**src/rtl/rd_fwft_pkg.sv**
```systemverilog
// Purpose: shared constants and index/count types for the FWFT read stage.
// Latency: n/a (types and a pure helper function only).
// Backpressure: n/a.
package rd_fwft_pkg;

    // Number of output buffer entries; sized to cover the one-cycle RAM read latency
    localparam int BUF_DEPTH = 3;

    // Circular buffer index, wraps 2 -> 0
    typedef logic [1:0] idx_t;

    // Buffered word count, 0..BUF_DEPTH
    typedef logic [1:0] cnt_t;

    // Next circular index; the top index wraps back to entry 0
    function automatic idx_t idx_next(input idx_t idx);
        idx_t nxt;
        if (idx == idx_t'(BUF_DEPTH - 1)) begin
            nxt = '0;
        end else begin
            nxt = idx + idx_t'(1);
        end
        return nxt;
    endfunction

endpackage

```
**src/rtl/rd_fwft_if.sv**
```systemverilog
// Purpose: valid/ready output stream of the FWFT stage, plus buffered-word count.
// Latency: n/a (wiring only).
// Backpressure: consumer holds m_ready low to stall; producer keeps m_valid/m_data stable.
interface rd_fwft_if
    import rd_fwft_pkg::*;
#(
    parameter int DSIZE = 8
) ();

    logic             m_valid;
    logic             m_ready;
    logic [DSIZE-1:0] m_data;
    cnt_t             m_count;

    // Stream producer side (the FWFT stage)
    modport master (
        output m_valid,
        output m_data,
        output m_count,
        input  m_ready
    );

    // Stream consumer side
    modport slave (
        input  m_valid,
        input  m_data,
        input  m_count,
        output m_ready
    );

endinterface

```
**src/rtl/rd_fwft_buf.sv**
```systemverilog
// Purpose: 3-entry register storage with one write port and an asynchronous read mux.
// Latency: write visible on the read port the cycle after the write edge.
// Backpressure: none; the caller guarantees it never writes a live entry.
module rd_fwft_buf
    import rd_fwft_pkg::*;
#(
    parameter int DSIZE = 8
) (
    input  logic             rclk,
    input  logic             wr_en,
    input  idx_t             wr_idx,
    input  logic [DSIZE-1:0] wr_dat,
    input  idx_t             rd_idx,
    output logic [DSIZE-1:0] rd_dat
);

    logic [DSIZE-1:0] mem_q [BUF_DEPTH];
    logic [DSIZE-1:0] mem_d [BUF_DEPTH];

    // Next-state storage: only the addressed entry takes the incoming word
    always_comb begin
        for (int i = 0; i < BUF_DEPTH; i++) begin
            mem_d[i] = mem_q[i];
            if (wr_en && (wr_idx == idx_t'(i))) begin
                mem_d[i] = wr_dat;
            end
        end
    end

    // Data storage is deliberately not reset; validity is tracked by the count
    always_ff @(posedge rclk) begin
        for (int i = 0; i < BUF_DEPTH; i++) begin
            mem_q[i] <= mem_d[i];
        end
    end

    // Asynchronous read of the head entry; the unused index 3 falls back to entry 0
    always_comb begin
        rd_dat = mem_q[0];
        case (rd_idx)
            2'd1:    rd_dat = mem_q[1];
            2'd2:    rd_dat = mem_q[2];
            default: rd_dat = mem_q[0];
        endcase
    end

endmodule

```
**src/rtl/rd_fwft_stage.sv**
```systemverilog
// Purpose: turns the FIFO's registered-read RAM port into a first-word-fall-through stream.
// Latency: rinc at cycle t -> word on m_data with m_valid=1 after edge t+1 (buffer empty).
// Backpressure: credit based; rinc only while count+inflight < 3, never from m_ready combinationally.
module rd_fwft_stage
    import rd_fwft_pkg::*;
#(
    parameter int DSIZE = 8
) (
    input  logic             rclk,
    input  logic             rrst_n,
    input  logic             rempty,
    output logic             rinc,
    input  logic [DSIZE-1:0] rdata,
    rd_fwft_if.master        m_if
);

    cnt_t count_q,    count_d;
    logic inflight_q, inflight_d;
    idx_t wr_idx_q,   wr_idx_d;
    idx_t rd_idx_q,   rd_idx_d;

    logic             push;
    logic             pop;
    logic [2:0]       credit_use;
    logic [DSIZE-1:0] head_dat;

    // Words already owned by this stage: buffered plus the one on the RAM read port
    assign credit_use = {1'b0, count_q} + {2'b00, inflight_q};

    // Request a word only when it is readable and a buffer slot is guaranteed for it;
    // gated by reset so no pop escapes upstream while the pointer logic is being reset
    assign rinc = rrst_n && !rempty && (credit_use < 3'(BUF_DEPTH));

    // A word lands in the buffer the cycle after its request
    assign push = inflight_q;

    // Consumer pop; m_ready is ignored while nothing is buffered
    assign pop = (count_q != '0) && m_if.m_ready;

    // Next-state for count, in-flight flag and circular indices
    always_comb begin
        count_d    = count_q;
        inflight_d = rinc;
        wr_idx_d   = wr_idx_q;
        rd_idx_d   = rd_idx_q;

        if (push) begin
            wr_idx_d = idx_next(wr_idx_q);
        end
        if (pop) begin
            rd_idx_d = idx_next(rd_idx_q);
        end

        case ({push, pop})
            2'b10:   count_d = count_q + cnt_t'(1);
            2'b01:   count_d = count_q - cnt_t'(1);
            default: count_d = count_q;
        endcase
    end

    // Control state; reset discards buffered and in-flight words
    always_ff @(posedge rclk or negedge rrst_n) begin
        if (!rrst_n) begin
            count_q    <= '0;
            inflight_q <= 1'b0;
            wr_idx_q   <= '0;
            rd_idx_q   <= '0;
        end else begin
            count_q    <= count_d;
            inflight_q <= inflight_d;
            wr_idx_q   <= wr_idx_d;
            rd_idx_q   <= rd_idx_d;
        end
    end

    rd_fwft_buf #(
        .DSIZE (DSIZE)
    ) u_buf (
        .rclk   (rclk),
        .wr_en  (push),
        .wr_idx (wr_idx_q),
        .wr_dat (rdata),
        .rd_idx (rd_idx_q),
        .rd_dat (head_dat)
    );

    assign m_if.m_valid = (count_q != '0);
    assign m_if.m_data  = head_dat;
    assign m_if.m_count = count_q;

    // The credit check must keep buffered plus in-flight words within the buffer depth
    a_no_overflow : assert property (@(posedge rclk) disable iff (!rrst_n)
        credit_use <= 3'(BUF_DEPTH));

    // No pop request may reach the pointer logic while it reports empty
    a_no_rinc_when_empty : assert property (@(posedge rclk) disable iff (!rrst_n)
        !(rinc && rempty));

endmodule

```
**src/flat_wrapper.sv**
```systemverilog
// flat-port wrapper written by rule: the top's interface ports become plain ports
module rd_fwft_stage_flat import rd_fwft_pkg::*;
#(
    parameter int DSIZE = 8
)
  (rclk, rrst_n, rempty, rinc, rdata, m_if_m_valid, m_if_m_data, m_if_m_count, m_if_m_ready);
  rd_fwft_if #(.DSIZE(DSIZE)) m_if_i ();
  input  logic rclk;
  input  logic rrst_n;
  input  logic rempty;
  output logic rinc;
  input  logic [DSIZE-1:0] rdata;
  output wire logic [$bits(m_if_i.m_valid)-1:0] m_if_m_valid;
  output wire logic [$bits(m_if_i.m_data)-1:0] m_if_m_data;
  output wire logic [$bits(m_if_i.m_count)-1:0] m_if_m_count;
  input wire logic [$bits(m_if_i.m_ready)-1:0] m_if_m_ready;
  assign m_if_m_valid = m_if_i.m_valid;
  assign m_if_m_data = m_if_i.m_data;
  assign m_if_m_count = m_if_i.m_count;
  assign m_if_i.m_ready = m_if_m_ready;
  rd_fwft_stage #(.DSIZE(DSIZE)) u_core (.rclk(rclk), .rrst_n(rrst_n), .rempty(rempty), .rinc(rinc), .rdata(rdata), .m_if(m_if_i));
endmodule
```
**config.mk**
```make
export PLATFORM = sky130hd
export DESIGN_NAME = rd_fwft_stage_flat
export DESIGN_NICKNAME = d
export VERILOG_FILES = /design/src/rtl/rd_fwft_pkg.sv /design/src/rtl/rd_fwft_if.sv /design/src/rtl/rd_fwft_buf.sv /design/src/rtl/rd_fwft_stage.sv /design/src/flat_wrapper.sv
export SDC_FILE = /design/constraint.sdc
export NUM_CORES = 1
export LEC_CHECK = 0
export BUFFER_PORTS_ARGS = -buffer_cell sky130_fd_sc_hd__buf_4
export CAP_MARGIN = 20
export CELL_PAD_IN_SITES_DETAIL_PLACEMENT = 0
export CELL_PAD_IN_SITES_GLOBAL_PLACEMENT = 1
export CORE_MARGIN = 2
export CORE_UTILIZATION = 43
export DETAILED_ROUTE_END_ITERATION = 16
export PLACE_DENSITY = 0.72
export SYNTH_ARGS = -nofsm -noshare
export SYNTH_HDL_FRONTEND = slang
export SYNTH_SLANG_ARGS = --single-unit
```
**constraint.sdc**
```tcl
create_clock -name rclk -period 2.2 [get_ports rclk]
set_input_delay 0.22 -clock rclk [delete_from_list [all_inputs] [get_ports rclk]]
set_output_delay 0.22 -clock rclk [all_outputs]
set_load 0.02 [all_outputs]
```
Word-level counts from Yosys, hierarchy flattened
Memories as Yosys holds them, arrays and structs flattened.
Index checks and enable logic that the tools add are counted.
{"block": "word_totals", "ram_bits": 24, "input_bits": 12, "mem_count": 1, "word_cells": 34, "register_bits": 7}
{"name": "u_core.u_buf.mem_q", "words": 3, "word_bits": 8, "read_ports": 3, "rd_ports_with_merged_regs": 0, "wr": 3, "line_no": "rd_fwft_buf.sv:17", "rtl": "logic [DSIZE-1:0] mem_q [BUF_DEPTH];"}
{"block": "classes", "n_mux": 7, "n_eq_ne": 6, "magnitude_cmp": 1, "addsub": 5, "n_reduce_logical": 10}
{"op": "$mux 8", "n": 3}
{"op": "$pmux 8 s2", "n": 1}
{"op": "$add 2x1->2 const B", "n": 3}
{"op": "$eq 2x1->1 const B", "n": 3}
{"op": "$eq 2x2->1 const B", "n": 3}
{"op": "$logic_and 1x1->1", "n": 6}
{"op": "$mux 2", "n": 2}
{"op": "$pmux 2 s2", "n": 1}
{"op": "$reduce_bool 2->1", "n": 2}
{"op": "$add 2x1->3", "n": 1}
{"op": "$lt 3x2->1 const B", "n": 1}
{"op": "$logic_not 2->1", "n": 1}
{"op": "$sub 2x1->2 const B", "n": 1}
{"op": "$logic_not 1->1", "n": 1}

Depth between registers and ports, before layout
Gate-level depths: netlist of run 1.
{"block": "depth", "ltp_word": 4, "mapped_depth": 7, "ltp_nobuf": 7}

Cells and area by module
Synthesis of run 1 repeated with hierarchy kept, for this count alone.
{"block": "unflattened", "hier_cells": 88, "area_unflattened_um2": 1272.5}
{"module": "rd_fwft_buf", "instances": 1, "seq_area_each_um2": 720.7, "cells_per_inst": 58, "area_per_inst_um2": 938.4}
{"module": "rd_fwft_stage", "instances": 1, "seq_area_each_um2": 175.2, "cells_per_inst": 30, "area_per_inst_um2": 334.1}

Least setup slack after synthesis of run 1
No wires, ideal clock.
{"block": "synth_timing", "path_type": "register to register", "startpoint": "register u_core.count_q[0], in the netlist u_core.m_if.m_count[0]", "endpoint": "register u_core.inflight_q", "n_path_buf": 0, "path_slack_ns": -0.225, "arrival_ns": 2.178, "setup_ns": 0.247, "required_time_ns": 1.953, "synth_period_minus_slack_ns": 2.425, "stages_incl_launch_ff": 4, "path_cell_list": "dfrtp_1 -> ha_1 -> ha_1 -> a2111oi_0"}
{"block": "synth_between", "elab_chain_len": 3}
{"item": "start, declared", "line_no": "rd_fwft_stage.sv:17", "rtl": "cnt_t count_q, count_d;"}
{"item": "start signal, assigned", "line_no": "rd_fwft_stage.sv:69", "rtl": "count_q <= count_d;"}
{"item": "$add 2x1->3", "line_no": "rd_fwft_stage.sv:28", "rtl": "assign credit_use = {1'b0, count_q} + {2'b00, inflight_q};"}
{"item": "$lt 3x2->1", "line_no": "rd_fwft_stage.sv:32", "rtl": "assign rinc = rrst_n && !rempty && (credit_use < 3'(BUF_DEPTH));"}
{"item": "$logic_and 1x1->1", "line_no": "rd_fwft_stage.sv:32"}
{"item": "named net rinc", "line_no": "flat_wrapper.sv:11", "rtl": "output logic rinc;"}
{"item": "end signal, assigned", "line_no": "rd_fwft_stage.sv:70", "rtl": "inflight_q <= inflight_d;"}
{"item": "end, declared", "line_no": "rd_fwft_stage.sv:18", "rtl": "logic inflight_q, inflight_d;"}
The timed path passes the listed nets, and every way through them passes these cells.
A chain may end at the register's enable or synchronous reset.

Final worst setup path of run 1
{"block": "layout_timing", "startpoint": "register u_core.count_q[0], in the netlist u_core.m_if.m_count[0]", "endpoint": "output rinc"}
{"block": "layout_between", "elab_chain_len": 3}
{"item": "$add 2x1->3", "line_no": "rd_fwft_stage.sv:28"}
{"item": "$lt 3x2->1", "line_no": "rd_fwft_stage.sv:32"}
{"item": "$logic_and 1x1->1", "line_no": "rd_fwft_stage.sv:32"}
{"item": "end, declared", "line_no": "flat_wrapper.sv:11"}
Every way passes these cells.

==> metrics.txt, run 1 <==
Seq cells post-synth=31; die area=0.00341 mm^2; cell taking the most area after synthesis=edfxtp_1; Clock Tree Buf Depth=2; Initial Util=a little under half; layout cell share with drive strength beyond 1=33.3%; outcome=completed; DR vias/cell=5.12; drt wl/cell=roughly 14 um; syn_nets=105; crit path DAT=roughly 1.8 ns; gr ovfl total=0; final WL=about 2.1 mm; Layout fillers=between 200 and 250; Setup TNS Final=0 ns; Port Buf Inserts=23; CTS tree=built; maximum clock rate=a little under 500 MHz; cts bufs inserted=5; TritonCTS sink count=31; critical path fanouts, max=5; Ports=24; Fin. Hold Viols=0; relative max-transition margin=between 70 and 80%; fin crit period=2.05 ns; top sig layer=met4; DRT Pass-1 Iters=4; register area share after synthesis=70.3%; period utilization=a little over 90%; worst slew pin tran=0.355 ns; Setup Viol. Count Final=0; pin count of the biggest net entering global routing=17; RSZ-0062 raised after global routing=false; clk_skew=around 0.0032 ns; Netlist Area Pre-Place=around 0.0013 mm^2; number of global-route vias before repair=750; Cell Rows=19; Final Power=around 0.0024 W; vias=758; top cells by area, synth=edfxtp_1, dfrtp_1, ha_1; Crit path required time=~2 ns; Max Slew Vio Count=0; Ys Warns=0; fin nets=approximately 140; H-Tree Depth=2; Pwr Density=roughly 1500 mW/mm^2; initial antenna violation count=0; Core Area=0.00278 mm^2; MaxCap Viol Count=0; die width=about 58 um; Initial DRC Count=20; Die Span Y=between 50 and 60 um; kind of critical path=reg2out; Yosys cell types=20; hold crit path type=in2reg; RePlAce Congestion=0.692; maximum vdd drop=0.000955 V; # diodes=0; Area Growth Syn to Fin=25.4%; WL met3=a little under 80 um; root buf cell=clkbuf_4; routed length on met1=~860 um; GRT Overall Usage=between 10 and 15%; Worst-Skew Late Latency=0.32 ns; syn_area_per_cell=about 15 um^2; # DRC=0; WL met2=roughly 1.1 mm; first-pass GRT wire length=around 3.4 mm; CP Capture Type=primary output; Post-DRT Antenna Nets=0; Leakage Power=around 0.66 nW; Clk pin slew, worst setup/hold paths=approximately 0.090 ns; share of the synthesized area in the top cell type=~57%; startpoint type of the worst setup path=flop; Post-Syn Instances=86
## final timing paths
path	start	end	slack (ns)	cells after the start
min in group asynchronous	rrst_n	u_core.wr_idx_q[1]	0.25	2
max	u_core.m_if.m_count[0]	rinc	0.15	4
max in group asynchronous	rrst_n	u_core.inflight_q	1.82	2
min reg2reg	u_core.m_if.m_count[1]	u_core.m_if.m_count[1]	0.55	1
max reg2reg	u_core.m_if.m_count[0]	u_core.m_if.m_count[1]	0.66	6
min	rempty	u_core.inflight_q	0.06	2
## area by class of cell
| type | count | area [um^2] | share of cell area (%) |
|---|---|---|---|
| Tap cell | 31 | 38.8 | 2.43 |
| Clock inverter | 3 | 38.8 | 2.43 |
| Inverter | 5 | 18.8 | 1.17 |
| Clock buffer | 5 | 37.5 | 2.35 |
| Timing Repair Buffer | 27 | 205 | 12.8 |
| Multi-Input combinational cell | 46 | 363 | 22.7 |
| Sequential cell | 31 | 896 | 56.1 |
## cell families after synthesis
kind of cell    share of synthesized area [%]
fa+ha+maj                                6.88
simple gates                             5.80
xor+xnor                                 2.06
mux                                      2.36
flops                                    70.3
buf+inv                                  2.85
compound gates                           9.73
## power by group
group          internal [W]  switching [W]  leakage [nW]  total [W]
sequential         0.000747      0.0000741         0.304   0.000821
clock              0.000233       0.000178        0.0426   0.000411
combinational      0.000514       0.000655         0.312    0.00117
## synth_stat cells
cell       instances
xnor2_1            2
clkbuf_1           2
ha_1               7
nor3_1             1
a2111oi_0          1
nor2_1            10
or2_4              1
dfrtp_1            7
nand2_4            1
edfxtp_1          24
nor3b_1            1
buf_2              1
a22oi_1            8
a21oi_1            8
mux2_4             2
nand2_1            1
inv_1              5
xor2_1             1
clkbuf_2           1
a21o_1             2
## metrics by stage
stage | hold WS, ns | setup WS (ns) | instances | util, % | instance area [um^2]
6_report | 0.0592 | 0.148 | 148 | 57.4 | 1600
4_1_cts | 0.0468 | 0.0188 | 148 | 56.7 | 1580
5_1_grt | 0.0351 | 0.0304 | 148 | 57.4 | 1600
3_3_place_gp | 0.0401 | 0.469 | 139 | 53.6 | 1490
2_1_floorplan | -0.0756 | 0.0875 | 86 | - | 1270
3_5_place_dp | 0.0391 | 0.386 | 139 | 53.6 | 1490
## per-layer routing
layer | global-route usage (%) | up-vias
met4 | 9.97 | 0
met2 | 22.2 | 15
li1 | - | 370
met1 | 17.9 | 367
met5 | 0 | -
met3 | 3.96 | 6
## placed cells by master, fill, tap and decap left out
master	n
a22oi_1	8
edfxtp_1	24
xnor2_1	2
a21o_1	2
nor3_1	1
buf_4	26
a2111oi_4	1
nand2_1	1
bufinv_16	1
xor2_1	1
nor3b_1	1
inv_1	5
ha_1	6
ha_2	1
clkinv_2	1
dlygate4sd3_1	1
a21oi_1	8
clkbuf_4	5
nand2_4	1
mux2_4	2
dfrtp_1	7
nor2_1	10
clkinv_1	1
or2_4	1
## what timing repair did
item | in CTS | in global routing
hold buffers | 1 | 0
endpoints found under the setup margin | 0 | 5
setup buffers | 0 | 0
endpoints found under the hold margin | 7 | 0
gates resized for setup | 0 | 3
## sequential cells by signal, indices dropped and copies added (netlist names)
| register | count |
|---|---|
| u_core.rd_idx_q | 2 |
| u_core.u_buf.mem_q | 24 |
| u_core.wr_idx_q | 2 |
| u_core.inflight_q | 1 |
| u_core.m_if.m_count | 2 |
## worst max-delay path: stages, from the launching register on
cell and delay [ns]:
dfrtp_1 0.45, ha_1 0.23, ha_1 0.32, a2111oi_4 0.32
buf_4 0.20
Note: power is estimated with default switching activity, not from simulation.
==> run 2: changes to the inputs <==
--- a/config.mk
+++ b/config.mk
@@ -5,12 +5,13 @@
 export SDC_FILE = /design/constraint.sdc
 export NUM_CORES = 1
 export LEC_CHECK = 0
+export ABC_AREA = 1
 export BUFFER_PORTS_ARGS = -buffer_cell sky130_fd_sc_hd__buf_4
 export CAP_MARGIN = 20
 export CELL_PAD_IN_SITES_DETAIL_PLACEMENT = 0
 export CELL_PAD_IN_SITES_GLOBAL_PLACEMENT = 1
 export CORE_MARGIN = 2
-export CORE_UTILIZATION = 43
+export CORE_UTILIZATION = 42
 export DETAILED_ROUTE_END_ITERATION = 16
 export PLACE_DENSITY = 0.72
 export SYNTH_ARGS = -nofsm -noshare
==> metrics.txt, run 2 <==
startpoint type of the worst setup path=flop (unchanged); Netlist Area Pre-Place=0.00132 mm^2 (was 0.00127 mm^2); syn_nets=128 (was 105); RSZ-0062 raised after global routing=false (unchanged); top cells by count, synth=edfxtp_1, nand2_1, a21oi_1, inv_1, nor2_1 (was edfxtp_1, nor2_1, a21oi_1, a22oi_1); cell count of the worst hold path=2 (unchanged); period utilization=90.8% (was 93.3%); Pwr Density=1410 mW/mm^2 (was 1500 mW/mm^2); kind of critical path=reg2out (unchanged); gr ovfl total=0 (unchanged); top cells by area, synth=edfxtp_1, dfrtp_1, ha_1 (unchanged); register area share after synthesis=67.9% (was 70.3%); Setup TNS Final=0 ns (unchanged); Die Span Y=60.0 um (was 58.4 um); Ports=24 (unchanged); Clock Tree Buf Depth=2 (unchanged); Max Slew Vio Count=0 (unchanged); root buf cell=clkbuf_4 (unchanged); number of global-route vias before repair=732 (was 750); # DRC=0 (unchanged); die width=60.0 um (was 58.4 um); Leakage Power=0.683 nW (was 0.659 nW); Cell Rows=20 (was 19); outcome=completed (unchanged); pin count of the biggest net entering global routing=10 (was 17); Worst-Skew Late Latency=0.32 ns (about the same); Final Power=0.00224 W (was 0.00240 W); Comb power frac=50.3% (was 48.7%); clk_skew=0.00595 ns (was 0.00323 ns); cts hold-fix bufs=1 (unchanged); layout cell share with drive strength beyond 1=25.2% (was 33.3%); fin nets=157 (was 135); asr flop ratio synth=22.6% (unchanged); top-count cell post-synth=edfxtp_1 (unchanged); post-cts sizing count=0 (unchanged); CTS tree=built (unchanged); vias=826 (was 758); worst slew pin tran=0.362 ns (was 0.355 ns); H-Tree Depth=2 (unchanged); Post-Syn Instances=109 (was 86); most frequent cells in the layout=buf_4, edfxtp_1, nand2_1, a21oi_1, inv_1 (was buf_4, edfxtp_1, nor2_1, a22oi_1, a21oi_1); DR vias/cell=4.51 (was 5.12); Yosys cell types=18 (was 20); syn_area_per_cell=12.1 um^2 (was 14.8 um^2); Most flops, register=u_core.u_buf.mem_q (unchanged); Seq cells post-synth=31 (unchanged); net load switching power=0.000931 W (was 0.000907 W); Most used DFF post-synth=edfxtp_1 (unchanged); Setup Viol. Count Final=0 (unchanged); share of the synthesized area in the top cell type=54.6% (was 56.6%); hold crit path type=in2reg (unchanged); final WL=2.23 mm (was 2.11 mm); Post-DRT Antenna Nets=0 (unchanged); Initial Util=43.6% (was 45.8%); EDFF count, synth=24 (unchanged); first-pass GRT wire length=3.34 mm (was 3.43 mm); Clk pin slew, worst setup/hold paths=0.09 ns (about the same); Core Area=0.00303 mm^2 (was 0.00278 mm^2); cts bufs inserted=5 (unchanged); Switching Share=41.5% (was 37.8%); Final HPWL DP=between 1.5 and 2 mm; clock power share=13.5% (was 17.1%); GRT Overall Usage=13.9% (was 14.5%); Crit path required time=1.98 ns (about the same); Fin. Hold Viols=0 (unchanged); CP Capture Type=primary output (unchanged); critical path fanouts, max=9 (was 5); setup slack, reg-to-reg=0.81 ns (was 0.66 ns); max FFs per register=24 (unchanged); crit path DAT=1.78 ns (was 1.83 ns); Area Growth Syn to Fin=20.8% (was 25.4%); TritonCTS sink count=31 (unchanged); Initial DRC Count=14 (was 20); maximum vdd drop=0.000650 V (was 0.000955 V); maximum clock rate=501 MHz (was 487 MHz); Int Pwr=0.00131 W (was 0.00149 W); Ys Warns=0 (unchanged); RePlAce Congestion=0.771 (was 0.692); MaxCap Viol Count=0 (unchanged); initial antenna violation count=0 (unchanged); fin crit period=2.00 ns (was 2.05 ns); R2R depth=9 (was 6); cell taking the most area after synthesis=edfxtp_1 (unchanged); Post-CTS Setup Bufs=0 (unchanged); relative max-transition margin=75.8% (was 76.3%); drt wl/cell=12.2 um (was 14.2 um); die area=0.00360 mm^2 (was 0.00341 mm^2); # diodes=0 (unchanged); DRT Pass-1 Iters=4 (unchanged); Reg power frac=36.2% (was 34.2%); Port Buf Inserts=23 (unchanged)
[run 2: layout make-up]
| class | count | area [um^2] |
|---|---|---|
| Tap cell | 44 | 55.1 |
| Fill cell | 273 | 1440 |
| Timing Repair Buffer | 25 | 190 |
| Multi-Input combinational cell | 62 | 348 |
| Clock inverter | 1 | 5.00 |
| Inverter | 13 | 53.8 |
| Clock buffer | 7 | 45.0 |
| Sequential cell | 31 | 896 |
[run 2: final timing paths]
check                                        from                     end
hold reg to reg                u_core.rd_idx_q[1]      u_core.rd_idx_q[1]
min in group asynchronous                  rrst_n  u_core.m_if.m_count[0]
hold / removal                             rempty       u_core.inflight_q
setup / recovery               u_core.rd_idx_q[0]          m_if_m_data[3]
max in group asynchronous                  rrst_n      u_core.rd_idx_q[1]
setup reg to reg           u_core.m_if.m_count[0]  u_core.m_if.m_count[1]
[run 2: routing by layer]
metal | track usage (%) | up-vias | share of wire [%]
li1 | - | 425 | -
met1 | 14.8 | 374 | 42
met2 | 23.0 | 22 | 50
met3 | 6.49 | 5 | 6.1
met4 | 6.67 | 0 | 2.0
met5 | 0 | - | 0
[run 2: stage by stage]
step	cells	worst slack [ns]	utilization [%]	area [um^2]	hold WS, ns
after detailed placement	174	0.534	50.6	1530	0.0442
after floorplan	109	0.571	-	1320	-0.0756
after global placement	174	0.561	50.6	1530	0.0440
after global routing	183	0.0233	52.6	1590	0.0203
after CTS	183	0.165	52.6	1590	0.0296
final	183	0.203	52.6	1590	0.0441
[run 2: logic make-up after synthesis]
logic type	count (synthesis)	share of synthesized area, %
AO/OA/AOI/OAI	18	6.83
flip-flops	31	67.9
adder cells (fa/ha/maj)	7	6.64
XOR/XNOR	1	0.664
AND/OR/NAND/NOR	36	12.2
buffers and inverters	16	5.69
[run 2: power groups by stage]
stage	Sequential (W)	Clock (W)	Combinational, W
6_report	0.000812	0.000303	0.00113
5_1_grt	0.000826	0.000343	0.00125
4_1_cts	0.000813	0.000314	0.00115
3_5_place_dp	0.000825	0	0.00114
3_3_place_gp	0.000821	0	0.00113
2_1_floorplan	0.000833	0	0.000746
[run 2: worst max-delay path: stages (launching register included)]
cell and delay (ns):
dfrtp_1 0.40, inv_1 0.08, ha_1 0.50, inv_4 0.10, a21oi_1 0.15, a21oi_1 0.08, buf_4 0.16
